## config.mk

```make
export PLATFORM = sky130hd
export DESIGN_NAME = isa_io_cycle_engine
export DESIGN_NICKNAME = d
export VERILOG_FILES = /design/src/rtl/isa_pkg.sv /design/src/rtl/isa_sync2.sv /design/src/rtl/isa_io_cycle_engine.sv
export SDC_FILE = /design/constraint.sdc
export NUM_CORES = 1
export LEC_CHECK = 0
export CAP_MARGIN = 10
export CORE_ASPECT_RATIO = 1.1
export CORE_MARGIN = 2
export CORE_UTILIZATION = 49
export DETAILED_ROUTE_END_ITERATION = 12
export HOLD_SLACK_MARGIN = 0.05
export PLACE_DENSITY = 0.91
export RECOVER_POWER = 25
export SLEW_MARGIN = 40
export SYNTH_ARGS = -nofsm -noshare
export SYNTH_HDL_FRONTEND = slang
export SYNTH_HIERARCHICAL = 1
export SYNTH_SLANG_ARGS = --single-unit
export TNS_END_PERCENT = 20
```

## constraint.sdc

```tcl
create_clock -name clk -period 3.57 [get_ports clk]
set_input_delay 0.5355 -clock clk [delete_from_list [all_inputs] [get_ports clk]]
set_output_delay 0.5355 -clock clk [all_outputs]
set_load 0.02 [all_outputs]
```

## src/rtl/isa_pkg.sv

```systemverilog
// Shared definitions for the ISA IO cycle engine: FSM state encoding and bus constants.
package isa_pkg;

    typedef enum logic [2:0] {
        ST_IDLE   = 3'd0,
        ST_SETUP  = 3'd1,
        ST_STROBE = 3'd2,
        ST_WAIT   = 3'd3,
        ST_HOLD   = 3'd4
    } state_t;

    // Value an undriven (pulled-up) ISA data bus reads back as.
    localparam logic [31:0] ISA_FLOAT_VALUE = '1;

    function automatic int max_of4(input int a, input int b, input int c, input int d);
        int m;
        m = a;
        if (b > m) m = b;
        if (c > m) m = c;
        if (d > m) m = d;
        return m;
    endfunction

endpackage

```

## src/rtl/isa_sync2.sv

```systemverilog
// Two-flop synchronizer for asynchronous single-bit ISA inputs (IOCHRDY, IOCHK, IRQ).
module isa_sync2 #(
    parameter logic RESET_VALUE = 1'b1
) (
    input  logic i_clk,
    input  logic i_reset,
    input  logic i_d,
    output logic o_q
);

    logic r_meta;
    logic r_sync;

    always_ff @(posedge i_clk) begin
        if (i_reset) begin
            r_meta <= RESET_VALUE;
            r_sync <= RESET_VALUE;
        end else begin
            r_meta <= i_d;
            r_sync <= r_meta;
        end
    end

    assign o_q = r_sync;

endmodule

```

## src/rtl/isa_io_cycle_engine.sv

```systemverilog
// Runs one timed ISA IO read/write cycle per HPS command: setup, strobe, IOCHRDY wait, hold.
// Handshake: a command is taken on any clk edge with req_valid && req_ready; rsp_valid is a one-cycle pulse.
module isa_io_cycle_engine
    import isa_pkg::*;
#(
    parameter int DATA_WIDTH    = 16,
    parameter int ADDR_WIDTH    = 16,
    parameter int SETUP_CYCLES  = 2,
    parameter int STROBE_CYCLES = 6,
    parameter int HOLD_CYCLES   = 2,
    parameter int READY_TIMEOUT = 256
) (
    input  logic                  clk,
    input  logic                  reset,
    input  logic                  req_valid,
    output logic                  req_ready,
    input  logic                  req_write,
    input  logic [ADDR_WIDTH-1:0] req_addr,
    input  logic [DATA_WIDTH-1:0] req_data,
    output logic                  rsp_valid,
    output logic [DATA_WIDTH-1:0] rsp_data,
    output logic                  rsp_timeout,
    output logic [ADDR_WIDTH-1:0] bus_addr,
    output logic [DATA_WIDTH-1:0] bus_data_out,
    output logic                  bus_data_oe,
    input  logic [DATA_WIDTH-1:0] bus_data_in,
    output logic                  bus_iow_n,
    output logic                  bus_ior_n,
    input  logic                  bus_chrdy,
    output logic [2:0]            dbg_state
);

    localparam int CNT_MAX = max_of4(SETUP_CYCLES, STROBE_CYCLES, HOLD_CYCLES, READY_TIMEOUT);
    localparam int CNT_W   = $clog2(CNT_MAX) + 1;

    state_t                r_state;
    state_t                w_next;
    logic [CNT_W-1:0]      r_cnt;
    logic [CNT_W-1:0]      r_wait;
    logic                  r_write;
    logic                  r_abort;
    logic                  r_rsp_valid;
    logic                  r_rsp_timeout;
    logic [DATA_WIDTH-1:0] r_rsp_data;
    logic [ADDR_WIDTH-1:0] r_bus_addr;
    logic [DATA_WIDTH-1:0] r_bus_data_out;
    logic                  r_bus_data_oe;
    logic                  r_iow_n;
    logic                  r_ior_n;

    logic w_chrdy_s;
    logic w_cnt_done;
    logic w_wait_done;
    logic w_accept;
    logic w_strobe_start;
    logic w_strobe_end;
    logic w_timeout_now;
    logic w_cycle_done;

    isa_sync2 #(.RESET_VALUE(1'b1)) u_chrdy_sync (
        .i_clk   (clk),
        .i_reset (reset),
        .i_d     (bus_chrdy),
        .o_q     (w_chrdy_s)
    );

    assign w_cnt_done  = (r_cnt == '0);
    assign w_wait_done = (r_wait >= CNT_W'(READY_TIMEOUT - 1));

    always_ff @(posedge clk) begin
        if (reset) r_state <= ST_IDLE;
        else       r_state <= w_next;
    end

    always_comb begin
        w_next = r_state;
        case (r_state)
            ST_IDLE:   if (req_valid) w_next = ST_SETUP;
            ST_SETUP:  if (w_cnt_done) w_next = ST_STROBE;
            ST_STROBE: if (w_cnt_done) w_next = w_chrdy_s ? ST_HOLD : ST_WAIT;
            ST_WAIT:   if (w_chrdy_s || w_wait_done) w_next = ST_HOLD;
            ST_HOLD:   if (w_cnt_done) w_next = ST_IDLE;
            default:   w_next = ST_IDLE;
        endcase
    end

    assign w_accept       = (r_state == ST_IDLE) && req_valid;
    assign w_strobe_start = (r_state == ST_SETUP) && (w_next == ST_STROBE);
    assign w_strobe_end   = ((r_state == ST_STROBE) || (r_state == ST_WAIT)) && (w_next == ST_HOLD);
    // A ready seen on the final wait cycle wins over the timeout.
    assign w_timeout_now  = (r_state == ST_WAIT) && !w_chrdy_s && w_wait_done;
    assign w_cycle_done   = (r_state == ST_HOLD) && (w_next == ST_IDLE);

    always_ff @(posedge clk) begin
        if (reset) begin
            r_cnt          <= '0;
            r_wait         <= '0;
            r_write        <= 1'b0;
            r_abort        <= 1'b0;
            r_rsp_valid    <= 1'b0;
            r_rsp_timeout  <= 1'b0;
            r_rsp_data     <= '0;
            r_bus_addr     <= '0;
            r_bus_data_out <= '0;
            r_bus_data_oe  <= 1'b0;
            r_iow_n        <= 1'b1;
            r_ior_n        <= 1'b1;
        end else begin
            r_rsp_valid   <= 1'b0;
            r_rsp_timeout <= 1'b0;

            // Shared down-counter reloads on every state change and parks at zero.
            if (w_next != r_state) begin
                case (w_next)
                    ST_SETUP:  r_cnt <= CNT_W'(SETUP_CYCLES - 1);
                    ST_STROBE: r_cnt <= CNT_W'(STROBE_CYCLES - 1);
                    ST_HOLD:   r_cnt <= CNT_W'(HOLD_CYCLES - 1);
                    default:   r_cnt <= '0;
                endcase
            end else if (!w_cnt_done) begin
                r_cnt <= r_cnt - 1'b1;
            end

            if (r_state != ST_WAIT) r_wait <= '0;
            else if (!w_wait_done)  r_wait <= r_wait + 1'b1;

            if (w_accept) begin
                r_bus_addr     <= req_addr;
                r_bus_data_out <= req_data;
                r_write        <= req_write;
                r_bus_data_oe  <= req_write;
                r_abort        <= 1'b0;
            end

            if (w_strobe_start) begin
                r_iow_n <= !r_write;
                r_ior_n <= r_write;
            end

            if (w_strobe_end) begin
                r_iow_n <= 1'b1;
                r_ior_n <= 1'b1;
                r_abort <= w_timeout_now;
                if (!r_write)
                    r_rsp_data <= w_timeout_now ? ISA_FLOAT_VALUE[DATA_WIDTH-1:0] : bus_data_in;
            end

            if (w_cycle_done) begin
                r_rsp_valid   <= 1'b1;
                r_rsp_timeout <= r_abort;
                r_bus_data_oe <= 1'b0;
            end
        end
    end

    assign req_ready    = (r_state == ST_IDLE);
    assign rsp_valid    = r_rsp_valid;
    assign rsp_timeout  = r_rsp_timeout;
    assign rsp_data     = r_rsp_data;
    assign bus_addr     = r_bus_addr;
    assign bus_data_out = r_bus_data_out;
    assign bus_data_oe  = r_bus_data_oe;
    assign bus_iow_n    = r_iow_n;
    assign bus_ior_n    = r_ior_n;
    assign dbg_state    = r_state;

endmodule

```

== Word level (Yosys, flattened, before mapping) ==
Cells that the tools add are included.

* Register bits: 78
* Bits of input ports: 53
* Output and inout port bits: 57
* Logic and storage cells: 64

* $add $sub $neg: 2
* Magnitude comparators: 1
* Equal/unequal tests: 10
* Mux-type cells: 14
* Bitwise logic cells: 2
* Reductions and logical operators: 20

{| class="wikitable"
|+ Operator list
! cell !! number
|-
| two-way mux 3 bit || 6
|-
| two-way mux 9 bit || 2
|-
| two-way mux 16 bit || 1
|-
| one-hot mux 3 bit (5 select lines) || 1
|-
| OR reduction 2 bit || 5
|-
| adder 9 x 1 -> 9 bit (second input constant) || 1
|-
| equality test 3 x 2 -> 1 bit (second input constant) || 3
|-
| >= comparator 9 x 8 -> 1 bit (second input constant) || 1
|-
| logical NOT 9 bit || 1
|-
| subtractor 9 x 1 -> 9 bit (second input constant) || 1
|-
| equality test 3 x 1 -> 1 bit (second input constant) || 2
|-
| equality test 3 bit (second input constant) || 2
|-
| logical AND 1 bit || 6
|-
| logical NOT 3 bit || 2
|-
| one-hot mux 3 bit (2 select lines) || 1
|-
| two-way mux 1 bit || 3
|-
| != test 3 x 2 -> 1 bit (second input constant) || 1
|-
| != test 3 bit || 1
|-
| logical NOT 1 bit || 2
|-
| logical OR 1 bit || 2
|-
| != test 2 x 1 -> 1 bit (second input constant) || 1
|-
| inverter 1 bit || 2
|-
| AND reduction 2 bit || 1
|-
| nonzero test 2 bit || 1
|}

== Depth between registers and ports, before layout ==
Gate-level depths: netlist of the first run.

* Depth after elaboration: 8
* Gate-level depth with buffers: 11
* Depth with buffers taken out: 9

== Cells and area by module ==
Netlist of the first run, hierarchy kept.

{| class="wikitable"
|+ By module, submodules not included
! module !! instances !! cells each !! area each (um^2)
|-
| isa_io_cycle_engine || 1 || 392 || 3281.9
|-
| isa_sync2 || 1 || 4 || 52.6
|}

== Worst setup path before layout of the first run ==
Ideal clock, no wire load.

* Path kind: reg2reg
* Start: register r_wait[0]
* End: register r_cnt[1]
* Setup time: 86 ps
* Arrival time: 2074 ps
* Data required time: 3484 ps
* Slack: 1410 ps
* Stages on the path, launching flop included: 11
* Period minus slack after synthesis: 2160 ps
* Cells stage by stage: dfxtp_1 > ha_1 > nand2_1 > nor3_1 > ha_1 > nor2_1 > o21a_1 > a21oi_1 > or4_1 > buf_2 > a211oi_1

* Word-level cells in the longest chain between the ends: 6
* Elaborated cells on any way between the ends: 7
* Those cells by class: order compare (1); eq/ne (2); mux (3); reduce/logical (1)

{| class="wikitable"
|+ Ends and longest elaborated chain
! item !! line !! text
|-
| start: declaration || isa_io_cycle_engine.sv:39 || <nowiki>logic [CNT_W-1:0] r_wait;</nowiki>
|-
| start signal: assignment || isa_io_cycle_engine.sv:125 || <nowiki>else if (!w_wait_done) r_wait <= r_wait + 1'b1;</nowiki>
|-
| >= comparator 9 x 8 -> 1 bit (*) || isa_io_cycle_engine.sv:68 || <nowiki>assign w_wait_done = (r_wait >= CNT_W'(READY_TIMEOUT - 1));</nowiki>
|-
| logical OR 1 bit (*) || isa_io_cycle_engine.sv:81 || <nowiki>ST_WAIT: if (w_chrdy_s || w_wait_done) w_next = ST_HOLD;</nowiki>
|-
| two-way mux 3 bit (*) || isa_io_cycle_engine.sv:81 ||
|-
| one-hot mux 3 bit (5 select lines) (*) || isa_io_cycle_engine.sv:77 || <nowiki>case (r_state)</nowiki>
|-
| != test 3 bit (*) || isa_io_cycle_engine.sv:113 || <nowiki>if (w_next != r_state) begin</nowiki>
|-
| != test 2 x 1 -> 1 bit (no line) / two-way mux 9 bit (equally long branches) || n/a ||
|-
| end signal: assignment || isa_io_cycle_engine.sv:115 || <nowiki>ST_SETUP: r_cnt <= CNT_W'(SETUP_CYCLES - 1);</nowiki>
|-
| end signal: assignment || isa_io_cycle_engine.sv:116 || <nowiki>ST_STROBE: r_cnt <= CNT_W'(STROBE_CYCLES - 1);</nowiki>
|-
| end signal: assignment || isa_io_cycle_engine.sv:117 || <nowiki>ST_HOLD: r_cnt <= CNT_W'(HOLD_CYCLES - 1);</nowiki>
|-
| end: declaration || isa_io_cycle_engine.sv:38 || <nowiki>logic [CNT_W-1:0] r_cnt;</nowiki>
|}

Every way passes the cells marked *; elsewhere a longest branch is shown, timed or not.
A chain may end at the register's enable or synchronous reset.

== Worst setup path in the final report of the first run ==
* Start: register r_cnt[0]
* End: register r_cnt[0]

* Word-level cells in the longest chain between the ends: 7
* Elaborated cells on any way between the ends: 15
* Those cells by class: add/sub (1); eq/ne (5); mux (7); reduce/logical (2)

{| class="wikitable"
|+ Ends and longest elaborated chain
! item !! line !! text
|-
| logical NOT 9 bit || isa_io_cycle_engine.sv:67 || <nowiki>assign w_cnt_done = (r_cnt == '0);</nowiki>
|-
| two-way mux 3 bit, on equally long branches || isa_io_cycle_engine.sv:82, isa_io_cycle_engine.sv:79, isa_io_cycle_engine.sv:80 ||
|-
| one-hot mux 3 bit (5 select lines) || isa_io_cycle_engine.sv:77 ||
|-
| equality test 3 bit / equality test 3 x 1 -> 1 bit (equally long branches) || isa_io_cycle_engine.sv:114 || <nowiki>case (w_next)</nowiki>
|-
| OR reduction 2 bit (no line) || n/a ||
|-
| one-hot mux 3 bit (2 select lines) || isa_io_cycle_engine.sv:114 ||
|-
| two-way mux 9 bit || isa_io_cycle_engine.sv:113 ||
|}

Several ways; a longest one is shown, not always the timed one. The select of a mux whose other input is x is not followed.

==> results of run 1 <==
==> flip-flops by register name (all words and copies together), names as in the netlist <==
signal               flops
u_chrdy_sync/r_meta      1
bus_addr                16
u_chrdy_sync/o_q         1
r_wait                   9
r_write                  1
bus_ior_n                1
dbg_state                3
bus_data_out            16
rsp_data                16
bus_data_oe              1
r_abort                  1
rsp_timeout              1
rsp_valid                1
bus_iow_n                1
r_cnt                    9
==> area by class of cell <==
class	instances	area, um2
tap	82	103
sequential	78	1560
fill	497	1890
timing repair buffer	114	1120
multi-input combinational	287	1630
inverter	8	30.0
clock buffer	10	138
clock inverter	6	116
==> critical path, stage by stage, from the launching register on <==
cell and delay [ns]:
dfxtp_1 0.34, inv_1 0.11, ha_1 0.20, nor4b_1 0.76, nand2_1 0.38, a2111oi_0 0.45, a311oi_1 0.12, mux2_2 0.29
==> cells in the final DEF (no fill, tap or decap), types with 3 or more instances in the layout <==
cell type / netlist / routed
o21ai_0: 4 / 4
nor3_1: 11 / 11
xnor2_1: 7 / 7
dlygate4sd3_1: 0 / 18
clkdlybuf4s50_1: 0 / 90
nand3_1: 7 / 7
nand4_1: 4 / 4
inv_1: 8 / 8
dfxtp_1: 78 / 78
a21oi_1: 60 / 60
buf_4: 0 / 5
bufinv_16: 0 / 3
a211oi_1: 7 / 7
a211oi_2: 10 / 10
nor2_1: 46 / 46
clkbuf_8: 0 / 10
xor2_1: 3 / 3
nand2_1: 78 / 78
ha_1: 4 / 4
==> cells by family after synthesis <==
family	synth area share
AO/OA/AOI/OAI	0.212
XOR/XNOR	0.0263
adder cells (fa/ha/maj)	0.0150
buffers and inverters	0.0409
flip-flops	0.468
multiplexers	0.00675
AND/OR/NAND/NOR	0.231
==> synth_stat cells (2+ instances only) <==
cell and count:
buf_2 4, o21ai_0 4, xnor2_1 7, dfxtp_1 78, and2_1 2, nor2_1 46
or2_1 2, nand2_1 78, a211oi_2 10, nor3_1 11, inv_1 8, nand3_1 7
a21oi_1 60, o21ba_2 2, a211oi_1 7, ha_1 4, a31oi_1 2, buf_6 2
or4_1 2, or3_1 2, nor4_1 2, o21a_1 2, clkbuf_1 17, mux2_2 2
xor2_1 3, nand4_1 4, o211ai_1 2
==> stage by stage <==
stage | worst slack (ns) | instances
after floorplan | 1.41 | 396
after global placement | 1.15 | 569
after detailed placement | 1.12 | 569
after CTS | 1.15 | 585
after global routing | 0.600 | 585
final | 0.811 | 585
==> layer usage <==
layer / up-vias / global-route usage
met5: - / 0
met4: 0 / 0.0874
met3: 18 / 0.0810
met1: 1482 / 0.296
li1: 1584 / -
met2: 137 / 0.405
==> worst max-delay path by stage <==
stage          slack [ns]                   start                    end  depth (start not counted)
5_1_grt              0.60   r_cnt[0]$_SDFFE_PP0P_  r_cnt[0]$_SDFFE_PP0P_                          7
2_1_floorplan        1.41  r_wait[0]$_SDFFE_PP0N_  r_cnt[1]$_SDFFE_PP0P_                         10
3_5_place_dp         1.12               req_valid  r_cnt[1]$_SDFFE_PP0P_                          6
3_3_place_gp         1.15               req_valid  r_cnt[1]$_SDFFE_PP0P_                          6
6_report             0.81   r_cnt[0]$_SDFFE_PP0P_  r_cnt[0]$_SDFFE_PP0P_                          7
4_1_cts              1.15  r_wait[0]$_SDFFE_PP0N_  r_cnt[1]$_SDFFE_PP0P_                          9
==> power by group through the flow <==
stage	Clock, mW	Combinational (mW)	Sequential (mW)
6_report	0.818	1.64	1.22
5_1_grt	0.866	1.76	1.24
4_1_cts	0.829	1.65	1.22
3_5_place_dp	0	1.63	1.23
3_3_place_gp	0	1.58	1.22
2_1_floorplan	0	0.911	1.38
==> results.cfg, run 1 <==
[clock_network]
hold_buffers = 0
clockBufferDepth = 2
cts_max_level = 3
cts_num_sinks = 78
numCtsBuffers = 9
clk_pin_slew_ns = 0.07
post_cts_buffers = 0
cts_tree = built
post_cts_resized = 0
insertion_delay_ns = 0.35
cts_root_buffer = clkbuf_8

[route]
vias = 3221
top_layer_used = met4
via_per_inst = 5.51
wirelength_um = 8810
wl_met1_um = 3580
drc = 0
first_pass_iters = 4
drt_iter0_markers = 261
wl_met2_um = 4310
wl_met3_um = 757
detail_route.wl_per_cell_um = 15.1
postRouteAntennaNets = 0

[synthesis]
async_flop_share = 0
synth_flop_cell = dfxtp_1
synthDistinctLibCells = 53
ys_seq_elements = 78
synth.net_count = 453
synth_edf_count = 0
synth_warnings = 6
syn_area_per_cell_um2 = 8.42
synth.area.top_cells = dfxtp_1, a21oi_1, nand2_1, nor2_1, a211oi_2
synth.yosys.seq_area_share = 0.468
yosys.area.top_type = dfxtp_1
netlist_instances = 396
synth_top_area_share = 0.468
syn-cell-area_um2 = 3330

[placement]
hpwlAfterDp_um = 6020
gp_congestion = 0.878
postPlaceCellArea_um2 = 4450
numPortBuffers = 109

[global_routing]
grtUsageTotal = 0.246
grt_antenna_before_repair = 0
first_global_vias = 3161
grt.overflow.total = 0
grt_first_pass_wirelength_um = 14500
grt_max_degree = 38

[power_and_ir_drop]
p_int_mw = 2.24
finalPower_mw = 3.67
p_seq_frac = 0.332
powerDensity_nw_per_um2 = 781
power_leakage_nw = 1.69
vdd_ir_drop_max_v = 0.000423
swShare = 0.389
netSwitchingPower_mw = 1.43
p_comb_frac = 0.446
p_clk_frac = 0.223

[die]
start_util = 0.506
fp.coreArea_um2 = 6590
num_rows = 31
die_w_um = 82.7
boundaryPins = 110
die_area_um2 = 7480
fp.dieH_um = 90.5

[critical_path]
r2r_start = r_cnt[0]$_SDFFE_PP0P_
crit_fanout = 7
rr_worst_depth = 7
cp-start-kind = flop
reg2reg_to = r_cnt[0]$_SDFFE_PP0P_
crit_arrival_ns = 3.00
setup.worst_path.class = reg -> reg
reg2reg_slack_ns = 0.81
endpoint_kind = flop
critical_path_required_ns = 3.81

[timing]
hold_slack_ns = 0.423
slew_violations = 0
setup-violations-final = 0
fmax_mhz = 362
post-route-min-period_ns = 2.76
finalSetupTns_ns = 0
worst_slew_pin_slew_ns = 1.49
period_share = 0.773
fin_skew_ns = 0.00893
relSlewSlack = 0.00765
hold_viol = 0
rsz0062_at_grt = no

[layout]
drive_gt1_frac = 0.0875
final_area_um2 = 4700
utilization = 0.713
antennaDiodeCount = 0
area_delta_synth_final_pct = 41.0
nNetsFinal = 555

[flow_run]
drv_cap = 1

[min_path]
hold_depth = 1
hp-start = u_chrdy_sync/r_meta$_SDFF_PP1_
min_to = u_chrdy_sync/o_q$_SDFF_PP1_
hold_path_class = reg -> reg

[outcome]
violations = capacitance limit
status = finished with violations
No activity file was read; power rests on OpenSTA's default activity.
==> run 2, diff against run 1 <==
Settings changed: CORE_UTILIZATION 49 to 46, PLACE_DENSITY 0.91 to 0.86.
Clock period 3.57 ns to 2.6 ns, I/O delays scaled along.
==> run 2 against run 1 <==
The run now ends clean. Hold slack got worse by 0.022 ns. Critical path depth unchanged. Non-clock buffer count up 2. Clock-buffer cell count is 1 higher. Sequential share of layout area increased by 0.23 points. Die area increased by 6.2%. Register-to-register slack worse by 0.61 ns. Clock power increased by 5.3%. Wire length up 2.1%. Utilization down 4.7 points. Power up 30%.
==> results.cfg, run 2 (synthesized netlist as in run 1, its figures left out) <==
[route]
vias = 3282
drc = 0
postRouteAntennaNets = 0
detail_route.wl_per_cell_um = 15.2
first_pass_iters = 5
wirelength_um = 8990
via_per_inst = 5.56
drt_iter0_markers = 219

[die]
boundaryPins = 110
die_area_um2 = 7950
fp.dieH_um = 93.3
fp.coreArea_um2 = 7010
die_w_um = 85.2
start_util = 0.476
num_rows = 32

[placement]
hpwlAfterDp_um = 6250
gp_congestion = 0.876
numPortBuffers = 109
dp_slack_ns = 0.167
postPlaceCellArea_um2 = 4470

[critical_path]
crit_arrival_ns = 2.63
setup.worst_path.class = reg -> reg
crit_fanout = 4
rr_worst_depth = 7
critPathMaxStageDelay_ns = 0.53
cp-start-kind = flop
critical_path_required_ns = 2.84
crit_path_cell_trace = inv_1, ha_1, or4b_4, o311ai_1, a32o_1, or3_1, mux2_2
endpoint_kind = flop
r2r_start = r_cnt[0]$_SDFFE_PP0P_
reg2reg_to = r_cnt[0]$_SDFFE_PP0P_
worst_path_max_delay_cell = or4b_4
reg2reg_slack_ns = 0.20
crit_family = simple AND/OR/NAND/NOR gates
cp_num_buf_inv = 1

[power_and_ir_drop]
p_comb_frac = 0.468
p_seq_frac = 0.352
finalPower_mw = 4.77
p_clk_frac = 0.180
swShare = 0.410
powerDensity_nw_per_um2 = 1020
netSwitchingPower_mw = 1.96
power_leakage_nw = 1.70
vdd_ir_drop_max_v = 0.000789
p_int_mw = 2.81

[timing]
rsz0062_at_grt = no
worst_slew_pin_slew_ns = 1.18
fmax_mhz = 417
period_share = 0.921
hold_viol = 0
setup-violations-final = 0
fin_ws_ns = 0.205
post-route-min-period_ns = 2.40
relSlewSlack = 0.211
fin_skew_ns = 0.0116
finalSetupTns_ns = 0
slew_violations = 0

[clock_network]
cts_tree = built
hold_buffers = 0
clk_pin_slew_ns = 0.08
cts_num_sinks = 78
clockBufferDepth = 2
insertion_delay_ns = 0.35
cts_root_buffer = clkbuf_8
cts_max_level = 3
numCtsBuffers = 9

[global_routing]
grt_antenna_before_repair = 0
grtUsageTotal = 0.224
grt.overflow.total = 0
grt_max_degree = 40
first_global_vias = 3171
grt_first_pass_wirelength_um = 14300

[layout]
drive_gt1_frac = 0.0950
area_delta_synth_final_pct = 40.0
layout_common_cells = nand2_1, dfxtp_1, clkdlybuf4s50_1, a21oi_1, nor2_1
final_area_um2 = 4670
utilization = 0.666
antennaDiodeCount = 0
nNetsFinal = 557

[min_path]
hp-start = u_chrdy_sync/r_meta$_SDFF_PP1_
hold_path_class = reg -> reg
min_to = u_chrdy_sync/o_q$_SDFF_PP1_
hold_depth = 1

[flow_run]
drv_cap = 0

[outcome]
status = finished, final reports clean
## run 2: layout make-up
| class | instances | area [um2] |
|---|---|---|
| flip-flops and latches | 78 | 1560 |
| inverters | 8 | 30.0 |
| multi-input cells | 287 | 1640 |
| clock inverters | 5 | 41.3 |
| fillers | 542 | 2340 |
| repair buffers | 116 | 1140 |
| clock buffers | 11 | 151 |
| well taps | 85 | 106 |
## run 2: timing repair
action | 4_1_cts | 5_1_grt
buffers inserted | 0 | 0
gates resized for setup | 0 | 1
setup endpoints to repair | 0 | 1
## run 2: metrics by stage
step / hold slack (ns) / cells
after floorplan: 0.383 / 396
after global placement: 0.396 / 574
after detailed placement: 0.394 / 574
after CTS: 0.410 / 590
after global routing: 0.425 / 590
final: 0.401 / 590
## run 2: metal layers
layer  GRT usage  vias up  share of wire
li1            -     1583              -
met1       0.261     1574           0.40
met2       0.388      110           0.50
met3      0.0803       15          0.077
met4      0.0635        0          0.017
met5           0        -              0
## run 2: worst reg2reg max path: stages (launching register included)
cell and delay (ns):
dfxtp_1 0.34, inv_1 0.12, ha_1 0.21, or4b_4 0.53, o311ai_1 0.36, a32o_1 0.24, or3_1 0.15, mux2_2 0.34
## run 2: power by group through the flow
stage / Sequential (mW) / Combinational [mW] / Clock (mW)
after global placement: 1.69 / 2.18 / 0
after detailed placement: 1.70 / 2.24 / 0
final: 1.68 / 2.23 / 0.861
after CTS: 1.68 / 2.26 / 0.872
after global routing: 1.70 / 2.42 / 0.915
after floorplan: 1.89 / 1.25 / 0
## run 2: worst max path at each step
stage / to / startpoint / cells after the start / slack [ns]
global route: r_cnt[0]$_SDFFE_PP0P_ / r_cnt[0]$_SDFFE_PP0P_ / 7 / 0.05
CTS: r_cnt[1]$_SDFFE_PP0P_ / r_wait[0]$_SDFFE_PP0N_ / 9 / 0.16
floorplan: r_cnt[1]$_SDFFE_PP0P_ / r_wait[0]$_SDFFE_PP0N_ / 10 / 0.44
global placement: r_cnt[1]$_SDFFE_PP0P_ / r_wait[0]$_SDFFE_PP0N_ / 9 / 0.28
detailed placement: r_cnt[1]$_SDFFE_PP0P_ / r_wait[0]$_SDFFE_PP0N_ / 9 / 0.17
finish: r_cnt[0]$_SDFFE_PP0P_ / r_cnt[0]$_SDFFE_PP0P_ / 7 / 0.20
